$ cat config.mk
export PLATFORM = sky130hd
export DESIGN_NAME = ifetch_rv32i_flat
export DESIGN_NICKNAME = d
export VERILOG_FILES = /design/src/rtl/ifetch_rv32i_if.sv /design/src/rtl/ifetch_rv32i.sv /design/src/flat_wrapper.sv
export SDC_FILE = /design/constraint.sdc
export NUM_CORES = 1
export LEC_CHECK = 0
export BUFFER_PORTS_ARGS = -buffer_cell sky130_fd_sc_hd__buf_2
export CORE_MARGIN = 1
export CORE_UTILIZATION = 47
export CTS_CLUSTER_DIAMETER = 60
export DETAILED_ROUTE_END_ITERATION = 7
export HOLD_SLACK_MARGIN = 0.1
export PLACE_DENSITY = 0.87
export SYNTH_ARGS = -nofsm -noshare
export SYNTH_HDL_FRONTEND = slang
export SYNTH_SLANG_ARGS = --single-unit
export TNS_END_PERCENT = 1
$ cat constraint.sdc
create_clock -name clk -period 4 [get_ports clk]
set_input_delay 0.4 -clock clk [delete_from_list [all_inputs] [get_ports clk]]
set_output_delay 0.4 -clock clk [all_outputs]
set_load 0.1 [all_outputs]
$ cat src/rtl/ifetch_rv32i_if.sv
// Fetch-stage bundle: instruction-memory request/ack, PC redirect and decode valid/ready.
// The master modport is the fetch unit; the slave modport is memory, branch unit and decoder.
interface ifetch_rv32i_if;
    logic        imem_req;
    logic [31:0] imem_addr;
    logic        imem_ack;
    logic [31:0] imem_rdata;
    logic        redirect_valid;
    logic [31:0] redirect_pc;
    logic        dec_valid;
    logic        dec_ready;
    logic [31:0] dec_instr;
    logic [31:0] dec_pc;
    logic [6:0]  dec_opcode;
    logic [24:0] dec_trimmed_instr;
    logic        fault_misaligned;

    modport master (
        output imem_req, imem_addr,
        input  imem_ack, imem_rdata,
        input  redirect_valid, redirect_pc,
        output dec_valid,
        input  dec_ready,
        output dec_instr, dec_pc, dec_opcode, dec_trimmed_instr, fault_misaligned
    );

    modport slave (
        input  imem_req, imem_addr,
        output imem_ack, imem_rdata,
        output redirect_valid, redirect_pc,
        input  dec_valid,
        output dec_ready,
        input  dec_instr, dec_pc, dec_opcode, dec_trimmed_instr, fault_misaligned
    );
endinterface

$ cat src/rtl/ifetch_rv32i.sv
// RV32I instruction fetch: owns the PC, fetches over req/ack, and holds one instruction for decode.
// Handles branch/jump redirects, including ones that land while a memory request is in flight.
module ifetch_rv32i #(
    parameter logic [31:0] RESET_PC = 32'h0000_0000
) (
    input logic           clk,
    input logic           rst,
    ifetch_rv32i_if.master bus
);
    typedef enum logic [2:0] {StIdle, StReq, StHold, StFlush, StFault} state_e;

    localparam logic [31:0] Nop = 32'h0000_0013;

    state_e      state_q, state_d;
    logic [31:0] pc_q, pc_d;
    logic [31:0] target_q, target_d;
    logic [31:0] instr_q, instr_d;
    logic [31:0] ipc_q, ipc_d;
    logic        valid_q, valid_d;
    logic        fault_q, fault_d;
    logic        redir_bad;
    logic        redir_ok;

    assign redir_bad = bus.redirect_valid && (bus.redirect_pc[1:0] != 2'b00);
    assign redir_ok  = bus.redirect_valid && !redir_bad;

    always_ff @(posedge clk or posedge rst) begin
        if (rst) begin
            state_q  <= StIdle;
            pc_q     <= RESET_PC;
            target_q <= RESET_PC;
            instr_q  <= Nop;
            ipc_q    <= RESET_PC;
            valid_q  <= 1'b0;
            fault_q  <= 1'b0;
        end else begin
            state_q  <= state_d;
            pc_q     <= pc_d;
            target_q <= target_d;
            instr_q  <= instr_d;
            ipc_q    <= ipc_d;
            valid_q  <= valid_d;
            fault_q  <= fault_d;
        end
    end

    always_comb begin
        state_d  = state_q;
        pc_d     = pc_q;
        target_d = target_q;
        instr_d  = instr_q;
        ipc_d    = ipc_q;
        valid_d  = valid_q;
        fault_d  = fault_q;

        // A misaligned target locks the stage up from any live state; only reset recovers.
        if (state_q != StFault && redir_bad) begin
            state_d = StFault;
            fault_d = 1'b1;
            valid_d = 1'b0;
        end else begin
            unique case (state_q)
                StIdle: begin
                    if (redir_ok) pc_d = bus.redirect_pc;
                    state_d = StReq;
                end
                StReq: begin
                    if (redir_ok) begin
                        if (bus.imem_ack) begin
                            pc_d = bus.redirect_pc;
                        end else begin
                            // Address must stay put until the in-flight request is acked.
                            target_d = bus.redirect_pc;
                            state_d  = StFlush;
                        end
                    end else if (bus.imem_ack) begin
                        instr_d = bus.imem_rdata;
                        ipc_d   = pc_q;
                        valid_d = 1'b1;
                        state_d = StHold;
                    end
                end
                StHold: begin
                    if (redir_ok) begin
                        valid_d = 1'b0;
                        pc_d    = bus.redirect_pc;
                        state_d = StReq;
                    end else if (bus.dec_ready) begin
                        valid_d = 1'b0;
                        pc_d    = pc_q + 32'd4;
                        state_d = StReq;
                    end
                end
                StFlush: begin
                    if (bus.imem_ack) begin
                        pc_d    = redir_ok ? bus.redirect_pc : target_q;
                        state_d = StReq;
                    end else if (redir_ok) begin
                        target_d = bus.redirect_pc;
                    end
                end
                StFault: begin
                    valid_d = 1'b0;
                end
                default: begin
                    state_d = StFault;
                end
            endcase
        end
    end

    assign bus.imem_req          = (state_q == StReq) || (state_q == StFlush);
    assign bus.imem_addr         = pc_q;
    assign bus.dec_valid         = valid_q;
    assign bus.dec_instr         = instr_q;
    assign bus.dec_pc            = ipc_q;
    assign bus.dec_opcode        = instr_q[6:0];
    assign bus.dec_trimmed_instr = instr_q[31:7];
    assign bus.fault_misaligned  = fault_q;
endmodule

$ cat src/flat_wrapper.sv
// flat-port wrapper written by rule: the top's interface ports become plain ports
module ifetch_rv32i_flat 
#(
    parameter logic [31:0] RESET_PC = 32'h0000_0000
)
  (clk, rst, bus_imem_req, bus_imem_addr, bus_imem_ack, bus_imem_rdata, bus_redirect_valid, bus_redirect_pc, bus_dec_valid, bus_dec_ready, bus_dec_instr, bus_dec_pc, bus_dec_opcode, bus_dec_trimmed_instr, bus_fault_misaligned);
  ifetch_rv32i_if bus_i ();
  input logic clk;
  input logic rst;
  output wire logic [$bits(bus_i.imem_req)-1:0] bus_imem_req;
  output wire logic [$bits(bus_i.imem_addr)-1:0] bus_imem_addr;
  input wire logic [$bits(bus_i.imem_ack)-1:0] bus_imem_ack;
  input wire logic [$bits(bus_i.imem_rdata)-1:0] bus_imem_rdata;
  input wire logic [$bits(bus_i.redirect_valid)-1:0] bus_redirect_valid;
  input wire logic [$bits(bus_i.redirect_pc)-1:0] bus_redirect_pc;
  output wire logic [$bits(bus_i.dec_valid)-1:0] bus_dec_valid;
  input wire logic [$bits(bus_i.dec_ready)-1:0] bus_dec_ready;
  output wire logic [$bits(bus_i.dec_instr)-1:0] bus_dec_instr;
  output wire logic [$bits(bus_i.dec_pc)-1:0] bus_dec_pc;
  output wire logic [$bits(bus_i.dec_opcode)-1:0] bus_dec_opcode;
  output wire logic [$bits(bus_i.dec_trimmed_instr)-1:0] bus_dec_trimmed_instr;
  output wire logic [$bits(bus_i.fault_misaligned)-1:0] bus_fault_misaligned;
  assign bus_imem_req = bus_i.imem_req;
  assign bus_imem_addr = bus_i.imem_addr;
  assign bus_i.imem_ack = bus_imem_ack;
  assign bus_i.imem_rdata = bus_imem_rdata;
  assign bus_i.redirect_valid = bus_redirect_valid;
  assign bus_i.redirect_pc = bus_redirect_pc;
  assign bus_dec_valid = bus_i.dec_valid;
  assign bus_i.dec_ready = bus_dec_ready;
  assign bus_dec_instr = bus_i.dec_instr;
  assign bus_dec_pc = bus_i.dec_pc;
  assign bus_dec_opcode = bus_i.dec_opcode;
  assign bus_dec_trimmed_instr = bus_i.dec_trimmed_instr;
  assign bus_fault_misaligned = bus_i.fault_misaligned;
  ifetch_rv32i #(.RESET_PC(RESET_PC)) u_core (.clk(clk), .rst(rst), .bus(bus_i));
endmodule
==> results of run 1 <==
flip-flops by register name, summed over array words and instances (netlist names):
signal / flops
u_core.bus.dec_instr: 32
u_core.bus.dec_pc: 32
u_core.bus.dec_valid: 1
u_core.bus.fault_misaligned: 1
u_core.bus.imem_addr: 32
u_core.state_q: 3
u_core.target_q: 32
per-stage QoR:
stage / power, W / cell area [um^2] / hold slack (ps)
final: 0.00417 / 8500 / 94.1
after global routing: 0.00433 / 8500 / 169
after detailed placement: 0.00248 / 7840 / 476
after global placement: 0.00247 / 7840 / 473
after CTS: 0.00420 / 8490 / 140
after floorplan: 0.00231 / 6970 / 450
area by class of cell:
type / count / area (um^2)
inverters: 6 / 27.5
diodes: 3 / 7.51
clock inverters: 13 / 204
multi-input cells: 424 / 3150
repair buffers: 212 / 1090
flip-flops and latches: 133 / 3330
well taps: 184 / 230
clock buffers: 19 / 453
fillers: 1186 / 5980
where the power goes:
group | switching, W | total (W) | leakage [nW] | internal [W]
clock network | 0.000579 | 0.00171 | 0.323 | 0.00114
logic | 0.000770 | 0.000935 | 2.19 | 0.000165
registers | 0.000103 | 0.00152 | 1.81 | 0.00142
total | 0.00145 | 0.00417 | 4.32 | 0.00272
worst min path at each step:
stage                                                        from                                      end  slack, ps
final                                                         rst      u_core.bus.dec_instr[2]$_DFFE_PP0P_         90
after floorplan                   u_core.target_q[31]$_DFFE_PP0P_          u_core.target_q[31]$_DFFE_PP0P_        450
after CTS                                                     rst      u_core.bus.dec_instr[2]$_DFFE_PP0P_        140
after global routing                                          rst        u_core.bus.dec_pc[27]$_DFFE_PP0P_        170
after detailed placement           u_core.target_q[0]$_DFFE_PP0P_           u_core.target_q[0]$_DFFE_PP0P_        480
after global placement    u_core.bus.fault_misaligned$_DFFE_PP0P_  u_core.bus.fault_misaligned$_DFFE_PP0P_        470
cells in the final DEF (no fill, tap or decap), types with 17 or more instances in the layout:
cell type / instances
buf_2: 199
dfrtp_1: 130
mux2_2: 92
nand2_1: 33
nor2_1: 32
o21ai_0: 30
a21oi_1: 26
a31oi_1: 25
nand3_1: 21
clkbuf_16: 17
kinds of logic (layout without fill, tap and decap cells):
group	Yosys count	in the layout	synth area share, %
flip-flops	133	133	47.8
buffers and inverters	86	250	7.08
AO/OA/AOI/OAI	161	161	16.1
XOR/XNOR	6	6	0.754
other	0	3	0
AND/OR/NAND/NOR	157	157	12.1
multiplexers	99	99	16.0
adder cells (fa/ha/maj)	1	1	0.180
metal layers:
metal | part of all wire, % | global-route usage, % | routed length (um)
met4 | 3.3 | 13.0 | 606
met3 | 8.1 | 6.27 | 1470
met1 | 41 | 30.1 | 7450
met5 | 0 | 0 | 0
met2 | 48 | 38.1 | 8620
==> metrics.md, run 1 <==
| Metric | Value |
|---|---|
| Syn_area_per_cell | 10.8 um^2 |
| GRT Overall Usage | 24.1% |
| RSZ-0062 raised after global routing | false |
| Critical Path AT | 2760 ps |
| CP delay by family, top | simple AND/OR/NAND/NOR gates |
| Asr flop ratio synth | 100% |
| Slew Viols, Final | 0 |
| Synth area leaders | dfrtp_1, mux2_2, buf_4 |
| Worst r2r src | u_core.state_q[0]$_DFFE_PP0P_ |
| CP required | 4260 ps |
| Critical Path Slowest Stage Cell | and2_1 |
| DP Wirelength | 12.0 mm |
| Syn nets | 713 |
| Critical path launch point type | flop |
| Leak | 4.32 nW |
| CP Class | reg -> reg |
| NumNets Final | 864 |
| Vias per cell | 5.99 |
| Largest stage delay, worst path | 790 ps |
| Final min period | 2500 ps |
| Max_cap viols | 0 |
| Peak supply drop | 272 uV |
| Placed insts | 959 |
| Worst slew pin tran | 952 ps |
| Mapped Cells | 643 |
| Routed WL per cell | 18.3 um |
| CP Max Fanout | 23 |
| Mapped cell area | 6970 um^2 |
| Register area share after synthesis | 47.8% |
| CTS tree | yes |
| Worst skew pair latency | 420 ps |
| Netlist cell types | 65 |
| Status | finished clean |
| Vias in the first global route | 5545 |
| Initial antenna violation count | 2 |
| Hold Crit Class | in -> async |
| Die Ht | 124 um |
| Critical Path End Type | flop |
| Port Buffers | 199 |
| Post-CTS Resized | 0 |
| GP Congestion | 0.865 |
| CTS sink cnt | 133 |
| Initial Utilization | 48.1% |
| Share of cells above drive strength 1 | 43.9% |
| FF+latch count, synth | 133 |
| Synth top cells by count | dfrtp_1, mux2_2, buf_4, nand2_1, nor2_1 |
| First-pass GRT wire length | 28.0 mm |
| Slew headroom | 36.5% |
| FP Rows | 44 |
| Final Skew | 7.52 ps |
| Reg-to-reg slack, setup | 1500 ps |
| Cell depth of the worst flop-to-flop path | 5 |
| End point of the critical path | u_core.bus.imem_addr[22]$_DFFE_PP0P_ |
| Largest area contributor in the netlist | dfrtp_1 |
| DP Worst Slack | 1590 ps |
| Critical Path Start | u_core.state_q[0]$_DFFE_PP0P_ |
| Primary FF master, synth | dfrtp_1 |
| Finished Layout Cells | 994 |
| Post-synth EDFFs | 0 |
| Area grow syn2layout | 22.0% |
| Setup_tns | 0 ps |
| Crit-path cells | nor2_1 -> o21ai_4 -> and2_1 -> o21ai_1 -> o2bb2ai_1 |
| DR pass1 iterations | 5 |
| Post-synth top area share | 46.7% |
| Endpoints failing hold | 0 |
| Fmax | 401 MHz |
| Power Density | 491 nW/um^2 |
| Antenna-violating nets left | 0 |
| RR Endpoint | u_core.bus.imem_addr[22]$_DFFE_PP0P_ |
| Vias | 5952 |
| CTS Root Cell | clkbuf_16 |
| Maximum clock path buffer count | 2 |
| Stages on worst setup path | 5 |
| Die area | 15300 um^2 |
| Buf/Inv on CP | 0 |
| H-tree Lvls | 4 |
| Setup Fix Bufs, Post-CTS | 0 |
| # setup viols final | 0 |
| Total CTS buffers | 17 |
| Final Util | 58.7% |
| IO Count | 200 |
| Residual DRC | 0 |
| Total grt overflow | 0 |
| Synth warnings | 0 |
| Final WS setup | 1500 ps |
| Largest net degree at the start of global routing | 83 |
| Die Wd | 124 um |
| CORE AREA | 14500 um^2 |
| Cts hold-fix bufs | 0 |
| Count leader, synth | dfrtp_1 |
| DR iter-0 viols | 623 |
| Tcrit/Tclk final | 62.4% |
| Final wirelength | 18.1 mm |
| Clk slew on worst S/H paths | 60 ps |
Power figures use the tool's default switching activity.
==> run 2, diff against run 1 <==
Settings changed: ABC_AREA set to 1, CORE_UTILIZATION 47 to 48, PLACE_DENSITY 0.87 to 0.88.
Clock period 4 ns to 2.2 ns, I/O delays scaled along.
==> metrics.md, run 2 <==
| Metric | Value |
|---|---|
| Status | finished clean (unchanged) |
| Area grow syn2layout | 26.4% (was 22.0%) |
| Cell depth of the worst flop-to-flop path | 8 (was 5) |
| Endpoints failing hold | 0 (unchanged) |
| Total grt overflow | 0 (unchanged) |
| IO Count | 200 (unchanged) |
| CTS Root Cell | clkbuf_16 (unchanged) |
| CTS tree | yes (unchanged) |
| Worst r2r src | u_core.state_q[2]$_DFFE_PP0P_ (was u_core.state_q[0]$_DFFE_PP0P_) |
| DP Wirelength | 14.2 mm (was 12.0 mm) |
| Pwr Total | 0.00673 W (was 0.00417 W) |
| Critical Path Slowest Stage Cell | dfrtp_1 (was and2_1) |
| Slew Viols, Final | 0 (unchanged) |
| Setup Fix Bufs, Post-CTS | 0 (unchanged) |
| Port Buffers | 199 (unchanged) |
| Placed insts | 1318 (was 959) |
| CORE AREA | 15200 um^2 (was 14500 um^2) |
| Largest stage delay, worst path | 420 ps (was 790 ps) |
| Primary FF master, synth | dfrtp_1 (unchanged) |
| Total CTS buffers | 17 (unchanged) |
| Buf/Inv on CP | 3 (was 0) |
| Area of the multi-input gates | 3310 um^2 (was 3150 um^2) |
| Final min period | 1960 ps (was 2500 ps) |
| Residual DRC | 0 (unchanged) |
| Vias in the first global route | 6647 (was 5545) |
| Die area | 16000 um^2 (was 15300 um^2) |
| Initial antenna violation count | 0 (was 2) |
| Post-synth top area share | 43.6% (was 46.7%) |
| FF+latch count, synth | 133 (unchanged) |
| Slew headroom | 60.9% (was 36.5%) |
| GRT Overall Usage | 26.0% (was 24.1%) |
| Most common cell on crit path | a21oi_1 |
| Critical Path AT | 2300 ps (was 2760 ps) |
| Routed WL per cell | 14.8 um (was 18.3 um) |
| Antenna-violating nets left | 0 (unchanged) |
| Mapped Cells | 988 (was 643) |
| # setup viols final | 0 (unchanged) |
| Hold Path Sink | u_core.target_q[3]$_DFFE_PP0P_ |
| Maximum clock path buffer count | 2 (unchanged) |
| Commonest non-fill, non-tap cells in the layout | nand2_1, buf_2, o21ai_0 (was buf_2, dfrtp_1, mux2_2) |
| Worst skew pair latency | 420 ps (about the same) |
| Largest area contributor in the netlist | dfrtp_1 (unchanged) |
| Netlist cell types | 35 (was 65) |
| Fmax | 511 MHz (was 401 MHz) |
| CP delay by family, top | buffers and inverters (was simple AND/OR/NAND/NOR gates) |
| Worst slew pin tran | 585 ps (was 952 ps) |
| Count leader, synth | nand2_1 (was dfrtp_1) |
| Minimum hold slack | 143 ps (was 94.1 ps) |
| Crit-path cells | inv_2 -> nand2_4 -> nor2_2 -> buf_6 -> inv_1 -> a21oi_1 -> a21oi_1 -> a31oi_1 (was nor2_1 -> o21ai_4 -> and2_1 -> o21ai_1 -> o2bb2ai_1) |
| CP Class | reg -> reg (unchanged) |
| Antenna Cells | 0 (was 3) |
| Finished Layout Cells | 1383 (was 994) |
| H-tree Lvls | 4 (unchanged) |
| Syn_area_per_cell | 7.55 um^2 (was 10.8 um^2) |
| Share of cells above drive strength 1 | 26.1% (was 43.9%) |
| Largest net degree at the start of global routing | 92 (was 83) |
| Hold wc startpoint | bus_redirect_pc[3] |
| Critical path launch point type | flop (unchanged) |
| Syn nets | 1058 (was 713) |
| Register area share after synthesis | 44.7% (was 47.8%) |
| Reg-to-reg slack, setup | 240 ps (was 1500 ps) |
| Hold Path Stages | 5 |
| RSZ-0062 raised after global routing | false (unchanged) |
| CP required | 2540 ps (was 4260 ps) |
| DP Worst Slack | 185 ps (was 1590 ps) |
| FF/Latch Area | 3330 um^2 (unchanged) |
| Stages on worst setup path | 8 (was 5) |
| RR Endpoint | u_core.bus.imem_addr[8]$_DFFE_PP0P_ (was u_core.bus.imem_addr[22]$_DFFE_PP0P_) |
| Hold Crit Class | in -> reg (was in -> async) |
| Peak supply drop | 597 uV (was 272 uV) |
| Vias | 7243 (was 5952) |
| Tcrit/Tclk final | 89.0% (was 62.4%) |
| FP Rows | 45 (was 44) |
| First-pass GRT wire length | 32.6 mm (was 28.0 mm) |
| GP Congestion | 0.906 (was 0.865) |
| Asr flop ratio synth | 100% (unchanged) |
| Post-synth EDFFs | 0 (unchanged) |
| Initial Utilization | 49.0% (was 48.1%) |
| Mapped cell area | 7450 um^2 (was 6970 um^2) |
| Setup_tns | 0 ps (unchanged) |
| NumNets Final | 1252 (was 864) |
| Fill count | 1240 (was 1186) |
| Clk slew on worst S/H paths | 60 ps (about the same) |
| Die Wd | 127 um (was 124 um) |
| Most common cell after layout, fill and taps aside | nand2_1 (was buf_2) |
| CTS sink cnt | 133 (unchanged) |
| Vias per cell | 5.24 (was 5.99) |
| Power Density | 715 nW/um^2 (was 491 nW/um^2) |
| Final Skew | 7.95 ps (was 7.52 ps) |
| Max_cap viols | 0 (unchanged) |
| CP Max Fanout | 57 (was 23) |
| Synth area leaders | dfrtp_1, nand2_1, o21ai_0 (was dfrtp_1, mux2_2, buf_4) |
| Die Ht | 127 um (was 124 um) |
| Synth warnings | 0 (unchanged) |
| Final wirelength | 20.5 mm (was 18.1 mm) |
| Critical Path End Type | flop (unchanged) |
| DR iter-0 viols | 771 (was 623) |
| Synth top cells by count | nand2_1, o21ai_0, dfrtp_1 (was dfrtp_1, mux2_2, buf_4, nand2_1, nor2_1) |
| DR pass1 iterations | 5 (unchanged) |
| Final WS setup | 241 ps (was 1500 ps) |
| Leak | 4.85 nW (was 4.32 nW) |
==> run 2: cell types whose count changed after synthesis, sizes merged, moves of 22 or more <==
cell   change
o21ai    +117
nand2    +272
inv       +95
a31oi     -22
nor2      +63
mux2      -56
==> run 2: what timing repair did <==
item	4_1_cts	5_1_grt
endpoints found under the setup margin	0	3
hold buffers	33	0
hold endpoints to repair	49	0
resized for setup	0	2
==> run 2: through the flow <==
stage	instance area, um^2	util [%]
6_report	9420	62.0
5_1_grt	9420	62.0
4_1_cts	9420	61.9
3_5_place_dp	8450	55.6
3_3_place_gp	8450	55.6
2_1_floorplan	7460	-
==> run 2: worst max path at each step <==
| stage | from | endpoint |
|---|---|---|
| detailed placement | u_core.state_q[2]$_DFFE_PP0P_ | u_core.bus.imem_addr[8]$_DFFE_PP0P_ |
| global route | u_core.bus.imem_addr[6]$_DFFE_PP0P_ | u_core.bus.imem_addr[25]$_DFFE_PP0P_ |
| global placement | u_core.state_q[2]$_DFFE_PP0P_ | u_core.target_q[5]$_DFFE_PP0P_ |
| CTS | u_core.state_q[2]$_DFFE_PP0P_ | u_core.bus.imem_addr[8]$_DFFE_PP0P_ |
| floorplan | u_core.bus.imem_addr[3]$_DFFE_PP0P_ | u_core.bus.imem_addr[18]$_DFFE_PP0P_ |
| finish | u_core.state_q[2]$_DFFE_PP0P_ | u_core.bus.imem_addr[8]$_DFFE_PP0P_ |
==> run 2: final cells by class <==
type | count | share of cell area, %
clock inverter | 15 | 2.19
multi-input combinational | 682 | 35.1
inverter | 102 | 4.16
timing repair buffer | 246 | 16.2
sequential | 133 | 35.4
clock buffer | 17 | 4.52
tap | 188 | 2.50
==> run 2: logic make-up after synthesis <==
logic type,Yosys count,share of synthesized area [%]
AOI/OAI and AO/OA,201,14.2
xor gates and xnor gates,6,0.705
adders and majority gates,1,0.168
buffers and inverters,173,11.0
DFF,133,44.7
muxes,40,6.04
and+or+nand+nor,434,23.2
==> run 2: power breakdown <==
part | internal [W] | switching (W)
sequential | 0.00251 | 0.0000389
combinational | 0.000229 | 0.000941
clock | 0.00190 | 0.00111
total | 0.00464 | 0.00209
==> run 2: layer usage <==
layer / wire (um) / global-route usage [%]
met2: 9570 / 42.3
met4: 696 / 12.8
met3: 1380 / 5.44
met1: 8820 / 33.1
met5: 0 / 0
==> run 2: worst min-delay path: stages <==
cell and delay (ps):
buf_2 110, nand2_1 50, nand2_1 50, nand2_1 40, o21ai_0 60
